[src/rtl/tx_serializer.sv]
// UART-style frame serializer: start bit, LSB-first data, parity, stop bit.
// Each bit is held for CLOCKS_PER_BIT cycles; outputs are registered.
module tx_serializer #(
    parameter int unsigned INPUT_DATA_WIDTH = 8,
    parameter int unsigned CLOCKS_PER_BIT   = 16,
    parameter int unsigned PARITY_ODD       = 0
) (
    input  logic                        clk,
    input  logic                        reset,
    input  logic [INPUT_DATA_WIDTH-1:0] tx_data,
    input  logic                        tx_valid,
    output logic                        tx_ready,
    output logic                        serial_out,
    output logic                        tx_busy,
    output logic                        tx_done
);

    localparam int unsigned CNT_W = (CLOCKS_PER_BIT > 1) ? $clog2(CLOCKS_PER_BIT) : 1;
    localparam int unsigned IDX_W = (INPUT_DATA_WIDTH > 1) ? $clog2(INPUT_DATA_WIDTH) : 1;
    localparam logic [CNT_W-1:0] CNT_LAST = CNT_W'(CLOCKS_PER_BIT - 1);
    localparam logic [IDX_W-1:0] IDX_LAST = IDX_W'(INPUT_DATA_WIDTH - 1);
    localparam logic             ODD_SEL  = (PARITY_ODD != 0);

    typedef enum logic [2:0] {
        IDLE   = 3'd0,
        START  = 3'd1,
        DATA   = 3'd2,
        PARITY = 3'd3,
        STOP   = 3'd4
    } state_t;

    state_t                      state_q, state_d;
    logic [CNT_W-1:0]            cnt_q, cnt_d;
    logic [IDX_W-1:0]            idx_q, idx_d;
    logic [INPUT_DATA_WIDTH-1:0] shreg_q, shreg_d;
    logic                        parity_q, parity_d;
    logic                        serial_d;
    logic                        done_d;
    logic                        bit_end;

    // Next-state, counters, shift register and registered-output values
    always_comb begin
        state_d  = state_q;
        cnt_d    = cnt_q;
        idx_d    = idx_q;
        shreg_d  = shreg_q;
        parity_d = parity_q;
        done_d   = 1'b0;
        serial_d = 1'b1;
        bit_end  = (cnt_q == CNT_LAST);

        if (state_q != IDLE) begin
            cnt_d = bit_end ? '0 : cnt_q + CNT_W'(1);
        end

        case (state_q)
            IDLE: begin
                if (tx_valid) begin
                    shreg_d  = tx_data;
                    parity_d = (^tx_data) ^ ODD_SEL;
                    cnt_d    = '0;
                    idx_d    = '0;
                    state_d  = START;
                end
            end
            START: begin
                if (bit_end) state_d = DATA;
            end
            DATA: begin
                if (bit_end) begin
                    shreg_d = shreg_q >> 1;
                    if (idx_q == IDX_LAST) begin
                        idx_d   = '0;
                        state_d = PARITY;
                    end else begin
                        idx_d = idx_q + IDX_W'(1);
                    end
                end
            end
            PARITY: begin
                if (bit_end) state_d = STOP;
            end
            STOP: begin
                if (bit_end) begin
                    state_d = IDLE;
                    done_d  = 1'b1;
                end
            end
            default: begin
                state_d = IDLE;
                cnt_d   = '0;
                idx_d   = '0;
            end
        endcase

        // Line value follows the state being entered so the first start cycle
        // appears right after the accepting edge.
        case (state_d)
            START:   serial_d = 1'b0;
            DATA:    serial_d = shreg_d[0];
            PARITY:  serial_d = parity_d;
            default: serial_d = 1'b1;
        endcase
    end

    always_ff @(posedge clk or negedge reset) begin
        if (!reset) begin
            state_q    <= IDLE;
            cnt_q      <= '0;
            idx_q      <= '0;
            shreg_q    <= '0;
            parity_q   <= 1'b0;
            serial_out <= 1'b1;
            tx_ready   <= 1'b1;
            tx_busy    <= 1'b0;
            tx_done    <= 1'b0;
        end else begin
            state_q    <= state_d;
            cnt_q      <= cnt_d;
            idx_q      <= idx_d;
            shreg_q    <= shreg_d;
            parity_q   <= parity_d;
            serial_out <= serial_d;
            tx_ready   <= (state_d == IDLE);
            tx_busy    <= (state_d != IDLE);
            tx_done    <= done_d;
        end
    end

    // Structural invariants of the serializer
    a_state_legal : assert property (@(posedge clk) disable iff (!reset)
        state_q inside {IDLE, START, DATA, PARITY, STOP});
    a_ready_busy : assert property (@(posedge clk) disable iff (!reset)
        tx_ready == !tx_busy);
    a_ready_idle : assert property (@(posedge clk) disable iff (!reset)
        tx_ready == (state_q == IDLE));
    a_line_high : assert property (@(posedge clk) disable iff (!reset)
        (state_q == IDLE || state_q == STOP) |-> serial_out);

endmodule

[config.mk]
export PLATFORM = sky130hd
export DESIGN_NAME = tx_serializer
export DESIGN_NICKNAME = d
export VERILOG_FILES = /design/src/rtl/tx_serializer.sv
export SDC_FILE = /design/constraint.sdc
export NUM_CORES = 1
export LEC_CHECK = 0
export BUFFER_PORTS_ARGS = -buffer_cell sky130_fd_sc_hd__buf_2
export CELL_PAD_IN_SITES_DETAIL_PLACEMENT = 1
export CELL_PAD_IN_SITES_GLOBAL_PLACEMENT = 1
export CORE_MARGIN = 1.5
export CORE_UTILIZATION = 30
export DETAILED_ROUTE_END_ITERATION = 7
export PLACE_DENSITY = 0.62
export SETUP_SLACK_MARGIN = 0.4
export SYNTH_ARGS = -nofsm -noshare
export SYNTH_HDL_FRONTEND = slang
export SYNTH_SLANG_ARGS = --single-unit
[constraint.sdc]
create_clock -name clk -period 1.8 [get_ports clk]
set_input_delay 0.09 -clock clk [delete_from_list [all_inputs] [get_ports clk]]
set_output_delay 0.09 -clock clk [all_outputs]
set_load 0.1 [all_outputs]
==> impl_metrics.env, run 1 <==
export IMPL_drtIter0Drc=48
export IMPL_start_util=0.3165
export IMPL_route_vias_total=999
export IMPL_wl_per_cell_um=15.27
export IMPL_clk_latency_ns=0.26
export IMPL_antenna_cells_inserted=0
export IMPL_grt_pass1_vias=1031
export IMPL_fp_dieH_um=68.19
export IMPL_ys_seq_elements=23
export IMPL_crit_start="idx_q[1]$_DFFE_PN0P_"
export IMPL_clk_path_buf_depth=2
export IMPL_relSlewSlack=0.6558
export IMPL_hold_class="in -> reg"
export IMPL_ios=15
export IMPL_syn_avg_cell_area_um2=10.62
export IMPL_cts_tree="built"
export IMPL_drv_slew=0
export IMPL_tns_ns=0
export IMPL_cts_buffers=3
export IMPL_tightest_slew_ns=0.5163
export IMPL_area_delta_synth_final_pct=35.13
export IMPL_grt_max_degree=24
export IMPL_grtUsageTotal=0.1413
export IMPL_rsz0062_at_grt="yes"
export IMPL_clkSlewWorstSetupHoldPaths_ns=0.08
export IMPL_finalCritPeriodShare=0.9196
export IMPL_cp_end_kind="register"
export IMPL_path_max_fanout=2
export IMPL_period_needed_ns=1.655
export IMPL_hpwl_um=2033
export IMPL_viasPerCell=4.995
export IMPL_portBuffers=14
export IMPL_multi_input_area_um2=817.0
export IMPL_final_nets=165
export IMPL_syn_inst=120
export IMPL_die_w_um=68.19
export IMPL_critPathKind="reg -> reg"
export IMPL_synth_cell_area_um2=1275
export IMPL_async_reset_ff_frac=1.000
export IMPL_seqCellArea_um2=581.8
export IMPL_ys_seq_area_frac=0.4534
export IMPL_layout_drive_gt1_share=0.4933
export IMPL_skew_ns=0.0008960
export IMPL_die_area_um2=4650
export IMPL_yosysWarnings=0
export IMPL_first_pass_iters=4
export IMPL_fmax_ghz=0.6041
export IMPL_h_tree_depth=1
export IMPL_ant_nets=0
export IMPL_cts_sinks=23
export IMPL_maxCapViolCount=0
export IMPL_worstHoldStart="tx_data[7]"
export IMPL_ys_types=43
export IMPL_drc=0
export IMPL_start_kind="register"
export IMPL_grt_pass1_wl_um=4926
export IMPL_routabilityCongestion=0.7425
export IMPL_status="finished clean"
export IMPL_syn_nets=134
export IMPL_routed_wl_um=3054
export IMPL_hold_viol=0
export IMPL_core_area_um2=4029
export IMPL_leakagePower_uw=0.0007512
export IMPL_setup_viol=0
export IMPL_totalPowerFinal_uw=939.6
export IMPL_synth_flop_cell="dfrtp_1"
export IMPL_rr_startpoint="idx_q[1]$_DFFE_PN0P_"
export IMPL_synth_edf_count=0
export IMPL_grt_overflow=0
export IMPL_powerDensity_nw_per_um2=545.4
export IMPL_critical_path_required_ns=1.94
export IMPL_root_buffer="clkbuf_8"
export IMPL_grt_antenna_before_repair=0
export IMPL_arrival_ns=1.80
export IMPL_fillers=463
export IMPL_num_rows=23
export IMPL_vdd_drop_max_v=0.0002078
[flip-flops by register name (all words and copies together), names as in the netlist]
signal,count
cnt_q,4
serial_out,1
state_q,3
tx_ready,1
shreg_q,8
tx_done,1
tx_busy,1
idx_q,3
parity_q,1
[path summary, 6_finish.rpt]
path	end	slack, ns	cells past startpoint
worst min-delay path	shreg_q[7]$_DFFE_PN0P_	0.08	3
max in group asynchronous	state_q[1]$_DFF_PN0_	1.10	2
min in group asynchronous	tx_done$_DFF_PN0_	0.33	2
worst min register to register	shreg_q[2]$_DFFE_PN0P_	0.50	2
worst max-delay path	tx_busy$_DFF_PN0_	0.14	6
worst max register to register	tx_busy$_DFF_PN0_	0.14	6
[cells in the final DEF, fill, tap and decap left out, types with 3 or more instances in the layout]
cell type,instances
buf_4,15
a21oi_1,3
a22oi_2,6
buf_2,14
nand2_1,18
nand3_1,3
dfrtp_2,3
xnor2_1,9
mux2_4,3
clkbuf_8,3
nor2_1,4
dfrtp_1,18
[worst max-delay path, cell delays in order (launching register included)]
cell and delay (ns):
dfrtp_1 0.40, ha_2 0.20, ha_4 0.15, and4bb_2 0.23, mux2i_4 0.17, nand2_2 0.07, or3_1 0.31
[logic make-up after synthesis]
group | share of synthesized area
XOR/XNOR | 0.06870
flip-flops | 0.4534
buffers and inverters | 0.03238
multiplexers | 0.06280
AND/OR/NAND/NOR | 0.2326
AO/OA/AOI/OAI | 0.1207
adder cells (fa/ha/maj) | 0.02944
[synthesized netlist by cell type (2+ instances only)]
| library cell | number | area, µm² |
|---|---|---|
| nor3_1 | 4 | 20.02 |
| o21ai_0 | 2 | 10.01 |
| and2_1 | 2 | 12.51 |
| nand2_1 | 18 | 67.56 |
| nand3_1 | 3 | 15.01 |
| buf_4 | 2 | 15.01 |
| ha_1 | 3 | 37.54 |
| mux2_2 | 3 | 33.78 |
| buf_2 | 3 | 15.01 |
| a22oi_1 | 6 | 45.04 |
| nor3b_1 | 3 | 22.52 |
| dfstp_2 | 2 | 52.55 |
| or2_2 | 2 | 12.51 |
| nor2_1 | 5 | 18.77 |
| dfrtp_1 | 21 | 525.5 |
| xnor2_1 | 9 | 78.83 |
| a21oi_1 | 6 | 30.03 |
[where the power goes]
group | internal, µW | leakage [µW] | total (µW) | switching [µW]
Sequential | 529 | 0.000282 | 535 | 6.69
Clock | 154 | 0.0000255 | 321 | 167
Combinational | 36.3 | 0.000444 | 83.1 | 46.9
[routing by layer]
layer,GRT usage,vias to the layer above,part of all wire
met3,0.02467,2,0.014
li1,-,490,-
met2,0.2172,6,0.51
met4,0.03750,0,0.0062
met1,0.2039,501,0.47
met5,0,-,0
[timing repair]
action                                 4_1_cts  5_1_grt
setup endpoints to repair                   17       20
gates resized for setup                     13        9
pin swaps                                    5        6
hold buffers                                 1        0
setup buffers                                8        7
endpoints found under the hold margin       21        0
[stage by stage]
| stage | setup slack [ns] | cell area, µm² | utilization | hold WS, ns | instances |
|---|---|---|---|---|---|
| finish | 0.1447 | 1723 | 0.4276 | 0.07970 | 200 |
| global route | 0.09732 | 1723 | 0.4276 | 0.07379 | 200 |
| CTS | 0.1564 | 1622 | 0.4025 | 0.07083 | 193 |
| detailed placement | 0.03654 | 1439 | 0.3571 | 0.1063 | 180 |
| global placement | 0.1121 | 1439 | 0.3571 | 0.09553 | 180 |
| floorplan | 0.1471 | 1339 | - | -0.2056 | 120 |
[cell type report]
cell class | instances | share of cell area
clock buffer | 3 | 0.02397
clock inverter | 1 | 0.002905
multi-input combinational | 91 | 0.4742
sequential | 23 | 0.3377
tap | 50 | 0.03631
timing repair buffer | 32 | 0.1249
No activity file was read; power rests on OpenSTA's default activity.
==> run 2, diff against run 1 <==
PLACE_DENSITY = 0.6   (was 0.62)
clock period = 1.7 ns   (was 1.8 ns; I/O delays follow)
==> impl_metrics.env, run 2 (synthesized netlist as in run 1, its figures left out) <==
export IMPL_num_rows=23
export IMPL_start_kind="register"
export IMPL_drc=0
export IMPL_h_tree_depth=1
export IMPL_hpwl_um=2181
export IMPL_largest_reg_flops=8
export IMPL_grt_max_degree=24
export IMPL_start_util=0.3165
export IMPL_skew_ns=0.006209
export IMPL_area_delta_synth_final_pct=45.53
export IMPL_fin_cells=216
export IMPL_leakagePower_uw=0.0008292
export IMPL_rsz0062_at_grt="yes"
export IMPL_clk_path_buf_depth=2
export IMPL_top_register="shreg_q"
export IMPL_grt_pass1_vias=1103
export IMPL_grt_antenna_before_repair=0
export IMPL_routed_wl_um=3710
export IMPL_hold_viol=0
export IMPL_ant_nets=0
export IMPL_root_buffer="clkbuf_8"
export IMPL_r2r_slack_ns=-0.03
export IMPL_fp_dieH_um=68.19
export IMPL_arrival_ns=1.87
export IMPL_cts_buffers=3
export IMPL_powerDensity_nw_per_um2=538.3
export IMPL_vdd_drop_max_v=0.0003666
export IMPL_grt_pass1_wl_um=5347
export IMPL_route_vias_total=1058
export IMPL_critical_path_required_ns=1.84
export IMPL_fmax_ghz=0.5776
export IMPL_wl_per_cell_um=17.18
export IMPL_path_max_fanout=2
export IMPL_first_pass_iters=4
export IMPL_clkSlewWorstSetupHoldPaths_ns=0.08
export IMPL_ios=15
export IMPL_maxCapViolCount=0
export IMPL_cts_tree="built"
export IMPL_drtIter0Drc=61
export IMPL_critPathKind="reg -> reg"
export IMPL_die_area_um2=4650
export IMPL_grtUsageTotal=0.1571
export IMPL_die_w_um=68.19
export IMPL_tightest_slew_ns=0.5303
export IMPL_status="complete, but fails checks"
export IMPL_drv_slew=0
export IMPL_viasPerCell=4.898
export IMPL_final_common_cell="buf_4"
export IMPL_portBuffers=14
export IMPL_finalCritPeriodShare=1.018
export IMPL_layout_drive_gt1_share=0.5422
export IMPL_relSlewSlack=0.6464
export IMPL_worst_slack_ns=-0.03121
export IMPL_setup_viol=1
export IMPL_clk_latency_ns=0.26
export IMPL_final_nets=181
export IMPL_hold_class="in -> reg"
export IMPL_fillers=450
export IMPL_core_area_um2=4029
export IMPL_placed_cells=185
export IMPL_pre_cts_ws_ns=0.01794
export IMPL_period_needed_ns=1.731
export IMPL_grt_overflow=0
export IMPL_antenna_cells_inserted=0
export IMPL_violations="negative setup slack"
export IMPL_final_cell_mix="26 x buf_4, 18 x dfrtp_1, 17 x nand2_1"
export IMPL_routabilityCongestion=0.7556
export IMPL_top_regs="shreg_q (8), cnt_q (4)"
export IMPL_cp_end_kind="register"
export IMPL_cts_sinks=23
run 2: area by class of cell:
cell class | instances | area, µm² | area share
tap | 50 | 62.56 | 0.03372
sequential | 23 | 581.8 | 0.3136
multi-input combinational | 91 | 803.3 | 0.4329
timing repair buffer | 48 | 362.8 | 0.1955
clock buffer | 4 | 45.04 | 0.02428
run 2: timing repair:
item,CTS,global route
endpoints found under the setup margin,21,25
buffers inserted,14,12
pin swaps,5,16
hold endpoints to repair,21,0
hold buffers,1,0
gates resized for setup,12,23
run 2: final timing paths:
kind                                         from                endpoint  cells after the start
max reg2reg                  idx_q[0]$_DFFE_PN0P_       tx_busy$_DFF_PN0_                      6
min reg2reg                shreg_q[3]$_DFFE_PN0P_  shreg_q[2]$_DFFE_PN0P_                      2
min                                    tx_data[7]  shreg_q[7]$_DFFE_PN0P_                      3
max in group asynchronous                   reset    state_q[1]$_DFF_PN0_                      2
min in group asynchronous                   reset  shreg_q[7]$_DFFE_PN0P_                      2
max                          idx_q[0]$_DFFE_PN0P_       tx_busy$_DFF_PN0_                      6
run 2: routing by layer:
| metal | global-route usage | routed length (µm) |
|---|---|---|
| met4 | 0.03750 | 21 |
| met2 | 0.2743 | 1982 |
| met1 | 0.1965 | 1616 |
| met5 | 0 | 0 |
| met3 | 0.03454 | 89 |
run 2: report_power, final:
group	total (µW)	switching [µW]	leakage (µW)	internal [µW]
combinational	92.5	53.3	0.000524	39.2
clock	339	172	0.0000228	167
sequential	567	7.74	0.000282	560
run 2: worst max-delay path: stages (launching register included):
cell and delay, ns:
dfrtp_1 0.39, ha_2 0.20, ha_4 0.16, and4bb_2 0.24, mux2i_2 0.19, nand2_2 0.10, or3_1 0.32
run 2: per-stage QoR:
stage / TNS [ns] / power [µW] / hold WS (ns) / util / area [µm²]
after floorplan: 0 / 627.5 / -0.2106 / - / 1343
after global placement: 0 / 663.8 / 0.09542 / 0.3674 / 1480
after detailed placement: 0 / 666.4 / 0.09286 / 0.3674 / 1480
after CTS: 0 / 1004 / 0.06654 / 0.4202 / 1693
after global routing: -0.1394 / 1037 / 0.07083 / 0.4606 / 1856
final: -0.03121 / 998.8 / 0.07238 / 0.4606 / 1856
